**src/rtl/keypad_code_entry.sv**
```systemverilog
// Keypad front-end for the password lock: synchronizes and debounces five raw keys,
// assembles 4-bit codes MSB first and issues the lock's submit strobes and change-mode hold.
module keypad_code_entry #(
    parameter int DEBOUNCE_CYCLES = 4,
    parameter int HOLD_CYCLES     = 8,
    parameter int TIMEOUT_CYCLES  = 64
) (
    input  logic       clk,
    input  logic       reset,
    input  logic       key_zero,
    input  logic       key_one,
    input  logic       key_enter,
    input  logic       key_clear,
    input  logic       key_mode,
    input  logic       lock_alarm,
    output logic [3:0] entered_password,
    output logic       submit,
    output logic       change_mode_button,
    output logic [3:0] master_key_input,
    output logic       master_key_submit,
    output logic [3:0] new_password_input,
    output logic       new_password_submit,
    output logic [2:0] digit_count,
    output logic       entry_error,
    output logic [2:0] entry_state
);

    localparam int DW = $clog2(DEBOUNCE_CYCLES + 1);
    localparam int HW = $clog2(HOLD_CYCLES + 1);
    localparam int TW = $clog2(TIMEOUT_CYCLES + 1);

    localparam int K_ZERO  = 0;
    localparam int K_ONE   = 1;
    localparam int K_ENTER = 2;
    localparam int K_CLEAR = 3;
    localparam int K_MODE  = 4;

    typedef enum logic [2:0] {
        IDLE   = 3'b000,
        ENTRY  = 3'b001,
        SUBMIT = 3'b010,
        HOLD   = 3'b011,
        MKEY   = 3'b100,
        NEWPW  = 3'b101,
        COMMIT = 3'b110,
        LOCKED = 3'b111
    } state_t;

    state_t          state, state_next;
    logic [4:0]      raw_keys;
    logic [4:0]      sync1, sync2, deb, key_evt, flip;
    logic [DW-1:0]   deb_cnt [5];
    logic [3:0]      buffer, buffer_next, master_code, master_next;
    logic [2:0]      count_next;
    logic [3:0]      pw_next, mk_next, np_next;
    logic            error_next;
    logic [HW-1:0]   hold_cnt, hold_next;
    logic [TW-1:0]   timer, timer_next;
    logic            ev_clear, ev_enter, ev_mode, ev_bit, bit_val, any_evt;
    logic            collecting;

    assign raw_keys = {key_mode, key_clear, key_enter, key_one, key_zero};

    // A key flips its debounced level on the last of DEBOUNCE_CYCLES differing samples
    always_comb begin
        flip = '0;
        for (int i = 0; i < 5; i++) begin
            flip[i] = (sync2[i] != deb[i]) && (deb_cnt[i] == DW'(DEBOUNCE_CYCLES - 1));
        end
    end

    always_ff @(posedge clk or posedge reset) begin
        if (reset) begin
            sync1   <= '0;
            sync2   <= '0;
            deb     <= '0;
            key_evt <= '0;
            for (int i = 0; i < 5; i++) begin
                deb_cnt[i] <= '0;
            end
        end else begin
            sync1   <= raw_keys;
            sync2   <= sync1;
            key_evt <= flip & sync2;
            for (int i = 0; i < 5; i++) begin
                if (flip[i]) begin
                    deb[i]     <= ~deb[i];
                    deb_cnt[i] <= '0;
                end else if (sync2[i] != deb[i]) begin
                    deb_cnt[i] <= deb_cnt[i] + 1'b1;
                end else begin
                    deb_cnt[i] <= '0;
                end
            end
        end
    end

    // Only the highest-priority event of a cycle survives
    assign any_evt  = |key_evt;
    assign ev_clear = key_evt[K_CLEAR];
    assign ev_enter = key_evt[K_ENTER] & ~key_evt[K_CLEAR];
    assign ev_mode  = key_evt[K_MODE] & ~key_evt[K_CLEAR] & ~key_evt[K_ENTER];
    assign bit_val  = key_evt[K_ONE];
    assign ev_bit   = (key_evt[K_ONE] | key_evt[K_ZERO]) & ~key_evt[K_CLEAR]
                      & ~key_evt[K_ENTER] & ~key_evt[K_MODE];

    assign collecting = (state == ENTRY) || (state == MKEY) || (state == NEWPW);

    always_comb begin
        state_next  = state;
        buffer_next = buffer;
        count_next  = digit_count;
        master_next = master_code;
        pw_next     = entered_password;
        mk_next     = master_key_input;
        np_next     = new_password_input;
        error_next  = 1'b0;
        hold_next   = '0;
        timer_next  = '0;

        if (lock_alarm && state != SUBMIT && state != COMMIT && state != LOCKED) begin
            state_next  = LOCKED;
            buffer_next = '0;
            count_next  = '0;
        end else begin
            case (state)
                IDLE: begin
                    if (ev_bit) begin
                        state_next  = ENTRY;
                        buffer_next = {3'b000, bit_val};
                        count_next  = 3'd1;
                    end else if (ev_mode) begin
                        state_next = HOLD;
                    end else if (ev_enter) begin
                        error_next = 1'b1;
                    end
                end
                ENTRY, MKEY, NEWPW: begin
                    if (ev_clear) begin
                        state_next  = IDLE;
                        buffer_next = '0;
                        count_next  = '0;
                    end else if (ev_enter) begin
                        if (digit_count == 3'd4) begin
                            if (state == ENTRY) begin
                                state_next = SUBMIT;
                                pw_next    = buffer;
                            end else if (state == MKEY) begin
                                state_next  = NEWPW;
                                master_next = buffer;
                                buffer_next = '0;
                                count_next  = '0;
                            end else begin
                                state_next = COMMIT;
                                mk_next    = master_code;
                                np_next    = buffer;
                            end
                        end else begin
                            state_next  = IDLE;
                            error_next  = 1'b1;
                            buffer_next = '0;
                            count_next  = '0;
                        end
                    end else if (ev_bit) begin
                        if (digit_count == 3'd4) begin
                            error_next = 1'b1;
                        end else begin
                            buffer_next = {buffer[2:0], bit_val};
                            count_next  = digit_count + 3'd1;
                        end
                    end else if (!any_evt && timer == TW'(TIMEOUT_CYCLES - 1)) begin
                        state_next  = IDLE;
                        error_next  = 1'b1;
                        buffer_next = '0;
                        count_next  = '0;
                    end
                end
                SUBMIT, COMMIT: begin
                    state_next  = lock_alarm ? LOCKED : IDLE;
                    buffer_next = '0;
                    count_next  = '0;
                end
                HOLD: begin
                    if (hold_cnt == HW'(HOLD_CYCLES - 1)) begin
                        state_next = MKEY;
                    end else begin
                        hold_next = hold_cnt + 1'b1;
                    end
                end
                LOCKED: begin
                    if (!lock_alarm) begin
                        state_next = IDLE;
                    end
                end
                default: begin
                    state_next = IDLE;
                end
            endcase
        end

        // Idle timer restarts on any key event and on every state change
        if (state_next == state && !any_evt && collecting) begin
            timer_next = timer + 1'b1;
        end
    end

    always_ff @(posedge clk or posedge reset) begin
        if (reset) begin
            state              <= IDLE;
            buffer             <= '0;
            digit_count        <= '0;
            master_code        <= '0;
            entered_password   <= '0;
            master_key_input   <= '0;
            new_password_input <= '0;
            entry_error        <= 1'b0;
            hold_cnt           <= '0;
            timer              <= '0;
        end else begin
            state              <= state_next;
            buffer             <= buffer_next;
            digit_count        <= count_next;
            master_code        <= master_next;
            entered_password   <= pw_next;
            master_key_input   <= mk_next;
            new_password_input <= np_next;
            entry_error        <= error_next;
            hold_cnt           <= hold_next;
            timer              <= timer_next;
        end
    end

    assign submit              = (state == SUBMIT);
    assign master_key_submit   = (state == COMMIT);
    assign new_password_submit = (state == COMMIT);
    assign change_mode_button  = (state == HOLD);
    assign entry_state         = state;

endmodule

```
**config.mk**
```make
export PLATFORM = sky130hd
export DESIGN_NAME = keypad_code_entry
export DESIGN_NICKNAME = d
export VERILOG_FILES = /design/src/rtl/keypad_code_entry.sv
export SDC_FILE = /design/constraint.sdc
export NUM_CORES = 1
export LEC_CHECK = 0
export ABC_AREA = 1
export CORE_ASPECT_RATIO = 0.75
export CORE_UTILIZATION = 30
export CTS_CLUSTER_DIAMETER = 200
export CTS_CLUSTER_SIZE = 10
export DETAILED_ROUTE_END_ITERATION = 10
export HOLD_SLACK_MARGIN = 0.06
export MAX_ROUTING_LAYER = met4
export SLEW_MARGIN = 20
export SYNTH_ARGS = -nofsm -noshare
export SYNTH_HDL_FRONTEND = slang
export SYNTH_SLANG_ARGS = --single-unit
```
**constraint.sdc**
```tcl
create_clock -name clk -period 2.4 [get_ports clk]
set_input_delay 0.48 -clock clk [delete_from_list [all_inputs] [get_ports clk]]
set_output_delay 0.48 -clock clk [all_outputs]
set_load 0.01 [all_outputs]
```
# --- Word-level counts from Yosys, hierarchy flattened ---
# Index checks and enable logic that the tools add are counted.
word_totals:
  regBits: 73
  in_bits: 8
  word_cells: 163
classes:
  n_mux: 61
  addsub: 8
  n_eq_ne: 29
  bitwise: 19
  n_reduce_logical: 23
ops:
  columns: ["operator", "count"]
  rows:
  - ["3-bit 2-to-1 mux", 32]
  - ["4-bit 2-to-1 mux", 13]
  - ["6-bit != test (second input constant)", 4]
  - ["3-bit by 2-bit == test with 1-bit output (second input constant)", 7]
  - ["3-bit by 1-bit adder with 3-bit output (second input constant)", 6]
  - ["3-bit == test (second input constant)", 5]
  - ["3-bit one-hot mux with 5 select lines", 1]
  - ["7-bit AND reduction", 2]
  - ["4-bit one-hot mux with 3 select lines", 1]
  - ["6-bit AND reduction", 2]
  - ["1-bit logical AND", 11]
  - ["1-bit NOT", 11]
  - ["1-bit 2-to-1 mux", 10]
  - ["3-bit != test (second input constant)", 3]
  - ["3-bit one-hot mux with 3 select lines", 1]
  - ["7-bit by 1-bit adder with 7-bit output (second input constant)", 1]
  - ["7-bit by 6-bit == test with 1-bit output (second input constant)", 1]
  - ["7-bit 2-to-1 mux", 1]
  - ["1-bit AND", 6]
  - ["5-bit AND", 1]
  - ["1-bit != test", 5]
  - ["5-bit OR reduction", 1]
  - ["4-bit by 1-bit adder with 4-bit output (second input constant)", 1]
  - ["4-bit by 3-bit == test with 1-bit output (second input constant)", 1]
  - ["other kinds (12)", 13]

# --- Logic depth before layout (Yosys ltp) ---
logic_depth:
  ltp_word: 13
  ltp_mapped: 12

# --- Least setup slack after synthesis ---
# OpenSTA, ideal clock, no wires.
synth_timing:
  path_kind: "reg2out"
  start: "register state[1] (netlist: entry_state[1])"
  end: "output port new_password_submit"
  slack_ns: 0.733
  arrival_ns: 1.187
  n_path_buf: 1
  required_ns: 1.920
  stages_incl_launch_ff: 6
  path_cell_list: "dfrtp_1 inv_2 nor2_2 inv_1 nor2_1 buf_4"
synth_between:
  elab_chain_len: 1
synth_rtl:
  columns: ["item", "line_no", "source"]
  rows:
  - ["start: declaration", "49", "state_t state, state_next;"]
  - ["start signal: assignment", "220", "state <= state_next;"]
  - ["3-bit == test", null, null]
  - ["end: declaration", "22", "output logic new_password_submit,"]
# Every way passes these cells.

# --- Worst setup path in the final report ---
layout_timing:
  start: "register state[0] (netlist: entry_state[0])"
  end: "output port master_key_submit"
layout_between:
  elab_chain_len: 1
layout_rtl:
  columns: ["item", "line_no", "source"]
  rows:
  - ["3-bit == test", "234", "assign master_key_submit = (state == COMMIT);"]
  - ["end: declaration", "20", "output logic master_key_submit,"]
# Every way passes these cells.

==> impl_metrics.json <==
{
  "endpoint_kind": "primary output",
  "worstPathRequired_ns": 1.92,
  "rows": 32,
  "fin_setup_tns_ns": 0,
  "setup_viol": 0,
  "synth_area_um2": 3250,
  "synth_seq_area_share_pct": 56.3,
  "combPwrFrac_pct": 29.3,
  "synthTopCellsByArea": "dfrtp_1, nand2_1, ha_1, inv_1, nor3_1",
  "fin_crit_ns": 2.27,
  "finalClockSkew_ns": 0.00557,
  "yosysTopAreaCell": "dfrtp_1",
  "wl_per_cell_um": 11.5,
  "die-width_um": 122,
  "dr.first_iter.drc_count": 113,
  "r2r-start": "timer[0]$_DFF_PP0_",
  "synth_most_common_cell": "dfrtp_1",
  "path_buf_inv": 2,
  "ios": 31,
  "grt_max_degree": 59,
  "dr.pass1.iters": 4,
  "met2_usage_pct": 18.6,
  "design.core.area_um2": 10400,
  "cp_top_family": "buffers and inverters",
  "drcViolationCount": 0,
  "wl_mm": 5.94,
  "synth-edff-count": 0,
  "rsz0062_at_grt": "false",
  "hold_path_end": "sync2[3]$_DFF_PP0_",
  "syn2layout_area_growth_pct": 23.5,
  "cts_tree": "done",
  "grtUsageMet1_pct": 15.1,
  "tightest_slew_ns": 0.517,
  "clock.fmax_ghz": 0.441,
  "synthTopCellsByCount": "dfrtp_1, nand2_1, inv_1",
  "clock_latency_ns": 0.33,
  "place.gp.congestion": 0.914,
  "synth_top_area_share_pct": 56.3,
  "min_from": "sync1[3]$_DFF_PP0_",
  "async_flop_share_pct": 100,
  "final_nets": 399,
  "max-vdd-ir-drop_mv": 0.438,
  "whs_path_depth": 0,
  "status": "finished clean",
  "clock_sinks": 73,
  "start_kind": "register",
  "seqPwrFrac_pct": 38.9,
  "grt_pass1_wl_mm": 10.5,
  "grt-busiest-layer": "met2",
  "cts-root-buf": "clkbuf_16",
  "cts-htree-levels": 3,
  "swShare_pct": 33.4,
  "crit_chain": "nor2_4 > inv_1 > nor2_1 > clkdlybuf4s50_1",
  "slowest_stage": "clkdlybuf4s50_1",
  "layout_worst_path_cycle_share_pct": 94.5,
  "start_util_pct": 31.2,
  "viasPerCell": 4.44,
  "yosys_warnings": 0,
  "power.switching_w": 0.00136,
  "hold_slack_ns": 0.346,
  "synthesis.nets": 359,
  "maxSlewViolCount": 0,
  "hold_viol_final": 0,
  "track_usage_pct": 12.5,
  "synth_area_per_cell_um2": 9.63,
  "rr_worst_depth": 10,
  "holdCritPathClass": "register to register",
  "p_leak_nw": 1.86,
  "grt_pass1_vias": 2314,
  "worstSetupPathType": "register to primary output",
  "dp_hpwl_mm": 4.28,
  "n_antenna_cell": 0,
  "r2r_slack_ns": 0.37,
  "worstPathMaxFanout": 9,
  "dieArea_um2": 11200,
  "ys_ff_latch": 73,
  "die_h_um": 92.1,
  "synth_ff_type": "dfrtp_1",
  "cts_buffers": 9,
  "p_per_area_nw_per_um2": 1010,
  "antenna_found_initial": 0,
  "cp.arrival_ns": 1.79,
  "clk_pin_slew_ns": 0.06,
  "p_int_w": 0.00271,
  "syn_inst": 337,
  "vias": 2302,
  "n_fill_cell": 1034,
  "pwr-share-clk_pct": 31.8,
  "max-clock-path-buffers": 2,
  "grt_overflow": 0,
  "maxCapViolations": 0,
  "grt_use_met3_pct": 4.85,
  "r2r-end": "digit_count[0]$_DFFE_PP0P_",
  "io_buffers": 30,
  "layout-drive-gt1-share_pct": 11.0,
  "slew_headroom_pct": 65.4,
  "max_stage_delay_ns": 0.56,
  "ant_nets": 0,
  "ys_types": 32
}
==> worst max-delay path by stage <==
stage	from	end	slack, ns	depth (start not counted)
floorplan	reset	buffer[0]$_DFFE_PP0P_	0.07	1
global placement	lock_alarm	digit_count[0]$_DFFE_PP0P_	0.16	8
detailed placement	lock_alarm	digit_count[0]$_DFFE_PP0P_	0.10	8
CTS	entry_state[0]$_DFF_PP0_	master_key_submit	0.05	4
global route	entry_state[1]$_DFF_PP0_	master_key_submit	0.05	5
finish	entry_state[0]$_DFF_PP0_	master_key_submit	0.13	4
==> logic make-up after synthesis <==
group                    Yosys count  share of synthesized area (%)
AND/OR/NAND/NOR                  152                           21.3
flip-flops                        73                           56.3
buffers and inverters             49                           6.48
AO/OA/AOI/OAI                     38                           7.56
adder cells (fa/ha/maj)           14                           5.40
XOR/XNOR                          11                           2.97
==> power by group through the flow <==
stage	clock network, W	registers (W)	logic, W
floorplan	0	0.00157	0.000885
CTS	0.00134	0.00158	0.00120
detailed placement	0	0.00160	0.00118
finish	0.00129	0.00158	0.00119
global route	0.00139	0.00161	0.00137
global placement	0	0.00159	0.00117
==> placed cells by master (no fill, tap or decap), drive strengths merged <==
| master | synthesis | layout |
|---|---|---|
| a21oi | 5 | 5 |
| a22oi | 1 | 1 |
| a31oi | 1 | 1 |
| and3 | 1 | 1 |
| buf | 4 | 3 |
| bufinv | 0 | 1 |
| clkbuf | 0 | 13 |
| clkdlybuf4s50 | 0 | 30 |
| clkinv | 0 | 2 |
| dfrtp | 73 | 73 |
| ha | 14 | 14 |
| inv | 45 | 45 |
| nand2 | 74 | 74 |
| nand3 | 12 | 12 |
| nand3b | 1 | 1 |
| nand4 | 5 | 5 |
| nor2 | 30 | 30 |
| nor3 | 25 | 25 |
| nor3b | 2 | 2 |
| nor4 | 1 | 1 |
| o2111ai | 1 | 1 |
| o211ai | 1 | 1 |
| o21ai | 29 | 29 |
| or2 | 1 | 1 |
| xnor2 | 5 | 5 |
| xor2 | 6 | 6 |
==> metal layers <==
metal  up-vias  wire (um)
met3         7        359
met2        49       2560
met4         0         85
li1       1170          -
met5         -          0
met1      1076       2930
==> final cells by class <==
class	instances	area, um^2	share of cell area (%)
sequential	73	1830	45.6
multi-input combinational	215	1210	30.3
timing repair buffer	33	335	8.37
clock buffer	13	250	6.24
tap	136	170	4.25
inverter	45	169	4.21
clock inverter	3	40.0	0.999
==> repair_timing <==
item,4_1_cts,5_1_grt
gates resized for setup,2,1
setup buffers,0,0
endpoints found under the setup margin,2,2
endpoints found under the hold margin,0,0
hold buffers,0,0
==> through the flow <==
stage	utilization [%]	setup WS, ns	power (W)	cell area (um^2)	instances
CTS	38.5	0.0548	0.00412	4010	518
finish	38.5	0.133	0.00407	4010	518
detailed placement	35.6	0.100	0.00278	3710	502
global route	38.5	0.0467	0.00437	4010	518
global placement	35.6	0.159	0.00275	3710	502
floorplan	-	0.0667	0.00245	3250	337
==> sequential cells by signal, indices dropped and copies added, names as in the netlist, 3 cells and up <==
signal / count
new_password_input: 4
master_key_input: 4
hold_cnt: 4
sync1: 5
key_evt: 5
entered_password: 4
deb: 5
deb_cnt: 15
digit_count: 3
sync2: 5
entry_state: 3
timer: 7
buffer: 4
master_code: 4
(Power assumes the default switching activity.)
